$ cat src/rtl/mux_scan_ctrl.sv
// Scan controller for an 8:1 bit mux: steps sel over channels 0..7, dwells DWELL cycles
// on each, assembles the sampled bits into a byte and offers it on a valid/ready port.
module mux_scan_ctrl #(
    parameter int DWELL = 2,
    parameter int CW    = 8
) (
    input  logic       clk,
    input  logic       rst,
    input  logic       start,
    input  logic       abort,
    input  logic       mux_out,
    output logic [2:0] sel,
    output logic [7:0] data,
    output logic       valid,
    input  logic       ready,
    output logic       busy,
    output logic [1:0] state_dbg
);

    typedef enum logic [1:0] {
        IDLE = 2'd0,
        SCAN = 2'd1,
        HOLD = 2'd2
    } state_t;

    localparam logic [CW-1:0] RELOAD = CW'(DWELL - 1);

    state_t          state;
    logic [CW-1:0]   cnt;
    logic [6:0]      cap_buf;

    assign state_dbg = state;

    // Handshake: data is offered while valid is high and is taken at the first rising
    // edge with valid && ready; valid and data are held stable until that edge.
    always_ff @(posedge clk or posedge rst) begin
        if (rst) begin
            state   <= IDLE;
            sel     <= 3'd0;
            data    <= 8'h00;
            valid   <= 1'b0;
            busy    <= 1'b0;
            cnt     <= '0;
            cap_buf <= 7'd0;
        end else if (abort) begin
            state <= IDLE;
            sel   <= 3'd0;
            valid <= 1'b0;
            busy  <= 1'b0;
            cnt   <= '0;
        end else begin
            case (state)
                IDLE: begin
                    sel   <= 3'd0;
                    valid <= 1'b0;
                    if (start) begin
                        state   <= SCAN;
                        busy    <= 1'b1;
                        cnt     <= RELOAD;
                        cap_buf <= 7'd0;
                    end
                end
                SCAN: begin
                    if (cnt != '0) begin
                        cnt <= cnt - 1'b1;
                    end else if (sel == 3'd7) begin
                        // last channel goes straight into the output word
                        data  <= {mux_out, cap_buf};
                        valid <= 1'b1;
                        state <= HOLD;
                    end else begin
                        cap_buf[sel] <= mux_out;
                        sel          <= sel + 3'd1;
                        cnt          <= RELOAD;
                    end
                end
                HOLD: begin
                    if (ready) begin
                        valid <= 1'b0;
                        sel   <= 3'd0;
                        if (start) begin
                            state   <= SCAN;
                            cnt     <= RELOAD;
                            cap_buf <= 7'd0;
                        end else begin
                            state <= IDLE;
                            busy  <= 1'b0;
                        end
                    end
                end
                default: begin
                    state <= IDLE;
                    sel   <= 3'd0;
                    valid <= 1'b0;
                    busy  <= 1'b0;
                end
            endcase
        end
    end

endmodule

$ cat config.mk
export PLATFORM = sky130hd
export DESIGN_NAME = mux_scan_ctrl
export DESIGN_NICKNAME = d
export VERILOG_FILES = /design/src/rtl/mux_scan_ctrl.sv
export SDC_FILE = /design/constraint.sdc
export NUM_CORES = 1
export LEC_CHECK = 0
export CORE_AREA = 2 2 67 53
export DETAILED_ROUTE_END_ITERATION = 8
export DIE_AREA = 0 0 69 55
export PLACE_DENSITY = 0.82
export SETUP_SLACK_MARGIN = 0.5
export SKIP_CTS_REPAIR_TIMING = 1
export SLEW_MARGIN = 25
export SYNTH_ARGS = -nofsm -noshare
export SYNTH_HDL_FRONTEND = slang
export SYNTH_SLANG_ARGS = --single-unit
export TNS_END_PERCENT = 10
$ cat constraint.sdc
create_clock -name clk -period 4.5 [get_ports clk]
set_input_delay 1.125 -clock clk [delete_from_list [all_inputs] [get_ports clk]]
set_output_delay 1.125 -clock clk [all_outputs]
set_load 0.02 [all_outputs]
=== Word level (Yosys, flattened, before mapping) ===
Cells that the tools add are included.

* Register bits after elaboration: 30

* $add $sub $neg: 2
* Magnitude comparators: 2
* Equal/unequal tests: 14
* Muxes and demuxes: 36
* Bitwise logic cells: 2
* Reduce and logical (&&, ||, !) cells: 12

{| class="wikitable"
|+ Operator list
! operator !! count
|-
| $mux W8 || 5
|-
| $mux W7 || 4
|-
| $pmux W8 S3 || 1
|-
| $pmux W7 S3 || 1
|-
| $ne A3 B3 Y1 const B || 6
|-
| $mux W3 || 4
|-
| $reduce_and A4 Y1 || 3
|-
| $mux W1 || 10
|-
| $mux W2 || 5
|-
| $reduce_and A3 Y1 || 3
|-
| $ne A2 B2 Y1 const B || 4
|-
| $reduce_bool A8 Y1 || 1
|-
| $sub A8 B1 Y8 const B || 1
|-
| $bwmux W7 || 1
|-
| $pmux W2 S3 || 1
|-
| $pmux W3 S2 || 1
|-
| $reduce_and A5 Y1 || 1
|-
| $lt A3 B4 Y1 const B || 1
|-
| $ne A4 B4 Y1 const B || 1
|-
| $reduce_bool A4 Y1 || 1
|-
| $add A3 B1 Y3 const B || 1
|-
| $demux W1 S3 || 1
|-
| $eq A3 B3 Y1 const B || 1
|-
| $ge A3 B1 Y1 const B || 1
|-
| other kinds (8) || 9
|}

=== Longest topological paths before layout ===
* Depth after elaboration: 8
* Mapped depth: 8
* Depth with buffers taken out: 6

=== Least setup slack after synthesis ===
No wires, ideal clock.

* Path kind: input to register
* Start point: input ready
* End point: register cap_buf[1]
* Setup time: 122 ps
* Data arrival time: 2136 ps
* Required time: 4378 ps
* Slack: 2243 ps
* Stages: 6
* Cell sequence: nand2b_1 -> buf_2 -> o211a_1 -> clkbuf_1 -> and4_4 -> a32o_1

* Cells in the longest elaborated chain, start to end: 2

{| class="wikitable"
|+ RTL lines
! element !! line !! source
|-
| from (decl) || 15 || <nowiki>input logic ready,</nowiki>
|-
| $ne A2 B2 Y1 (no line) || - ||
|-
| $reduce_and A5 Y1 (no line) || - ||
|-
| to (signal, indexed assignment) || 72 || <nowiki>cap_buf[sel] <= mux_out;</nowiki>
|-
| to (decl) || 30 || <nowiki>logic [6:0] cap_buf;</nowiki>
|}

Every way passes these cells.
A chain may end at the register's enable or synchronous reset.

=== Final worst setup path ===
* Start point: input abort
* End point: register data[2]

* Cells in the longest elaborated chain, start to end: 2

{| class="wikitable"
|+ RTL lines
! element !! line !! source
|-
| from (decl) || 10 || <nowiki>input logic abort,</nowiki>
|-
| $not A1 Y1 (no line) || - ||
|-
| $reduce_and A4 Y1 (no line) || - ||
|-
| to (signal assigned) || 68 || <nowiki>data <= {mux_out, cap_buf};</nowiki>
|-
| to (decl) || 13 || <nowiki>output logic [7:0] data,</nowiki>
|}

Every way passes these cells.

==> flow_summary.toml <==
[synthesis]
synth_cell_types = 49
ys.flop_type = "dfrtp_1"
ys_ff_latch = 30
seq_area_frac_synth_pct = 41.6
yosysTopAreaCell = "dfrtp_1"
syn_nets = 195
synth-edff-count = 0
ys_warn_count = 0
synth_area_per_cell_um2 = 9.98
synth_async_sr_flop_share_pct = 100
synth_top_area_share_pct = 41.6
synthTopCellsByArea = "dfrtp_1 42%, mux2_2 5.6%, ha_1 5.5%"
netlist_area_um2 = 1810
synthCells = 181

[timing]
finalSetupViolCount = 0
slew_violations = 0
rsz0062_at_grt = "no"
hold_violations = 0
final.setup_skew_ns = 0.00573
max_freq_ghz = 0.363
fin_setup_tns_ns = 0
max_slew.worst_pin.slew_ns = 0.821
period_share_pct = 61.2
slew_headroom_pct = 45.3
fin_hold_ws_ns = 0.493
fin_crit_ns = 2.75

[global_routing]
grt_pass1_wl_mm = 6.36
track_usage_pct = 21.6
grtUsageMet3_pct = 5.07
grt_max_degree = 31
grt_pass1_vias = 1370
antenna_found_initial = 0
gr-usage-met1_pct = 27.7
gr-total-overflow = 0
busiest_layer = "met2"
gr-usage-met2_pct = 36.4

[power]
power_leakage_nw = 0.898
p_comb_share_pct = 50.5
switching_share_pct = 45.2
intPower_w = 0.000669
seq_power_share_pct = 31.1
irDropWorstVdd_uv = 438
clock_power_share_pct = 18.4
power_switching_w = 0.000552
powerDensity_nw_per_um2 = 583

[final_layout]
multi_input_comb_area_um2 = 953
n_antenna_cell = 0
nets = 211
syn_to_final_growth_pct = 16.0
seq_area_um2 = 751
fillers = 250
drive_above_1_share_pct = 15.2

[clocking]
cts_root_buf = "clkbuf_8"
clk_pin_slew_ns = 0.07
h-tree-depth = 2
insertion_delay_ns = 0.29
cts_tree = "yes"
clk_path_buf_depth = 2
cts_sinks = 30
cts_inserted_buffers = 5

[setup_path]
end_kind = "register"
cp.arrival_ns = 2.92
startpoint_type = "primary input"
worstPathMaxFanout = 18
critPathKind = "in2reg"
required_ns = 4.67

[die]
row_count = 18
top_level_ports = 21
start_util_pct = 57.3
die_w_um = 69
core_area_um2 = 3150
dieArea_um2 = 3800
die_y_um = 55

[drt]
routed_wl_mm = 3.93
wl_per_cell_um = 16.5
ant_nets = 0
vias_per_cell = 6.18
drc_errors = 0
drtPass1Iterations = 4
via_count = 1471
initialDrtViolationCount = 83

[placement]
dpl.hpwl_mm = 2.72
gp_congestion = 0.869
portBuffers = 20

[flow_run]
maxCapViolations = 0

[hold_path]
hold_class = "reg2reg"

[status]
outcome = "complete, no violations"
-- sequential cells by signal, indices dropped and copies added (netlist names) --
register / cells
cnt: 8
data: 8
cap_buf: 7
sel: 3
state_dbg: 2
busy: 1
valid: 1
-- worst max-delay path, stage by stage --
cell and delay, ns:
clkdlybuf4s50_1 0.73, nand2b_1 0.38, nor2_4 0.31, mux2_2 0.38
-- final cells by class --
cell class                      instances  share of cell area, %
Clock buffer                            7                   4.12
Clock inverter                          1                  0.239
Inverter                               13                   2.33
Multi-Input combinational cell        127                   45.5
Sequential cell                        30                   35.8
Tap cell                               40                   2.39
Timing Repair Buffer                   20                   9.56
-- layer usage --
metal | up-vias | share of wire (%)
met1 | 712 | 47
met5 | - | 0
met2 | 49 | 46
li1 | 703 | -
met4 | 0 | 1.3
met3 | 7 | 5.9
-- synth_stat cells, types with 2 or more instances --
cell type,count
a31oi_1,5
nor3_1,6
nand2_1,5
nand2b_1,6
nor2_1,5
nand3_1,8
a21oi_1,10
nor2_4,2
nand4_1,4
dfrtp_1,30
a41o_1,2
buf_2,3
o211ai_1,4
o2111ai_1,2
nand3b_1,2
o2bb2ai_1,4
o21ai_0,7
o31ai_1,3
or3b_2,2
or3_1,4
ha_1,8
nor2b_1,4
o22ai_1,2
clkbuf_1,7
mux2_2,9
inv_1,13
o21ai_1,2
-- through the flow --
step	worst slack, ns	instance area, um2	instances	utilization (%)	total power (W)
2_1_floorplan	2.24	1810	181	-	0.000876
3_3_place_gp	1.57	2000	230	63.5	0.000958
3_5_place_dp	1.49	2000	230	63.5	0.000986
4_1_cts	1.78	2090	238	66.4	0.00121
5_1_grt	1.71	2090	238	66.4	0.00130
6_report	1.75	2090	238	66.4	0.00122
-- final timing paths --
| path | from | to | slack [ns] | cells after the start |
|---|---|---|---|---|
| max | abort | data[2] | 1.75 | 4 |
| min | cap_buf[6] | cap_buf[6] | 0.49 | 1 |
| max reg2reg | state_dbg[1] | cnt[1] | 2.06 | 6 |
| min reg2reg | cap_buf[6] | cap_buf[6] | 0.49 | 1 |
| max in group asynchronous | rst | data[5] | 2.85 | 2 |
| min in group asynchronous | rst | cap_buf[1] | 1.24 | 2 |
-- placed cells by master (no fill, tap or decap), types with 5 or more instances in the layout --
master | synthesis | routed
nor2_1 | 5 | 5
inv_1 | 13 | 12
dfrtp_1 | 30 | 30
a21oi_1 | 10 | 10
a31oi_1 | 5 | 5
nand2b_1 | 6 | 6
o21ai_0 | 7 | 7
nand2_1 | 5 | 5
clkbuf_8 | 0 | 6
clkdlybuf4s50_1 | 0 | 20
ha_1 | 8 | 8
nor3_1 | 6 | 6
mux2_2 | 9 | 9
nand3_1 | 8 | 8
-- cells by family (layout without fill, tap and decap cells) --
family,count (synthesis),count (layout),share of synthesized area [%]
buf+inv,24,41,5.61
fa+ha+maj,8,8,5.54
mux,10,10,6.44
flops,30,30,41.6
simple gates,56,56,19.7
compound gates,53,53,21.1
-- power by group through the flow --
stage               clock (W)  combinational, W  sequential (W)
floorplan                   0          0.000505        0.000371
global placement            0          0.000583        0.000375
detailed placement          0          0.000606        0.000380
CTS                  0.000227          0.000611        0.000377
global route         0.000239          0.000674        0.000386
finish               0.000225          0.000617        0.000379
No activity file was read; power rests on OpenSTA's default activity.
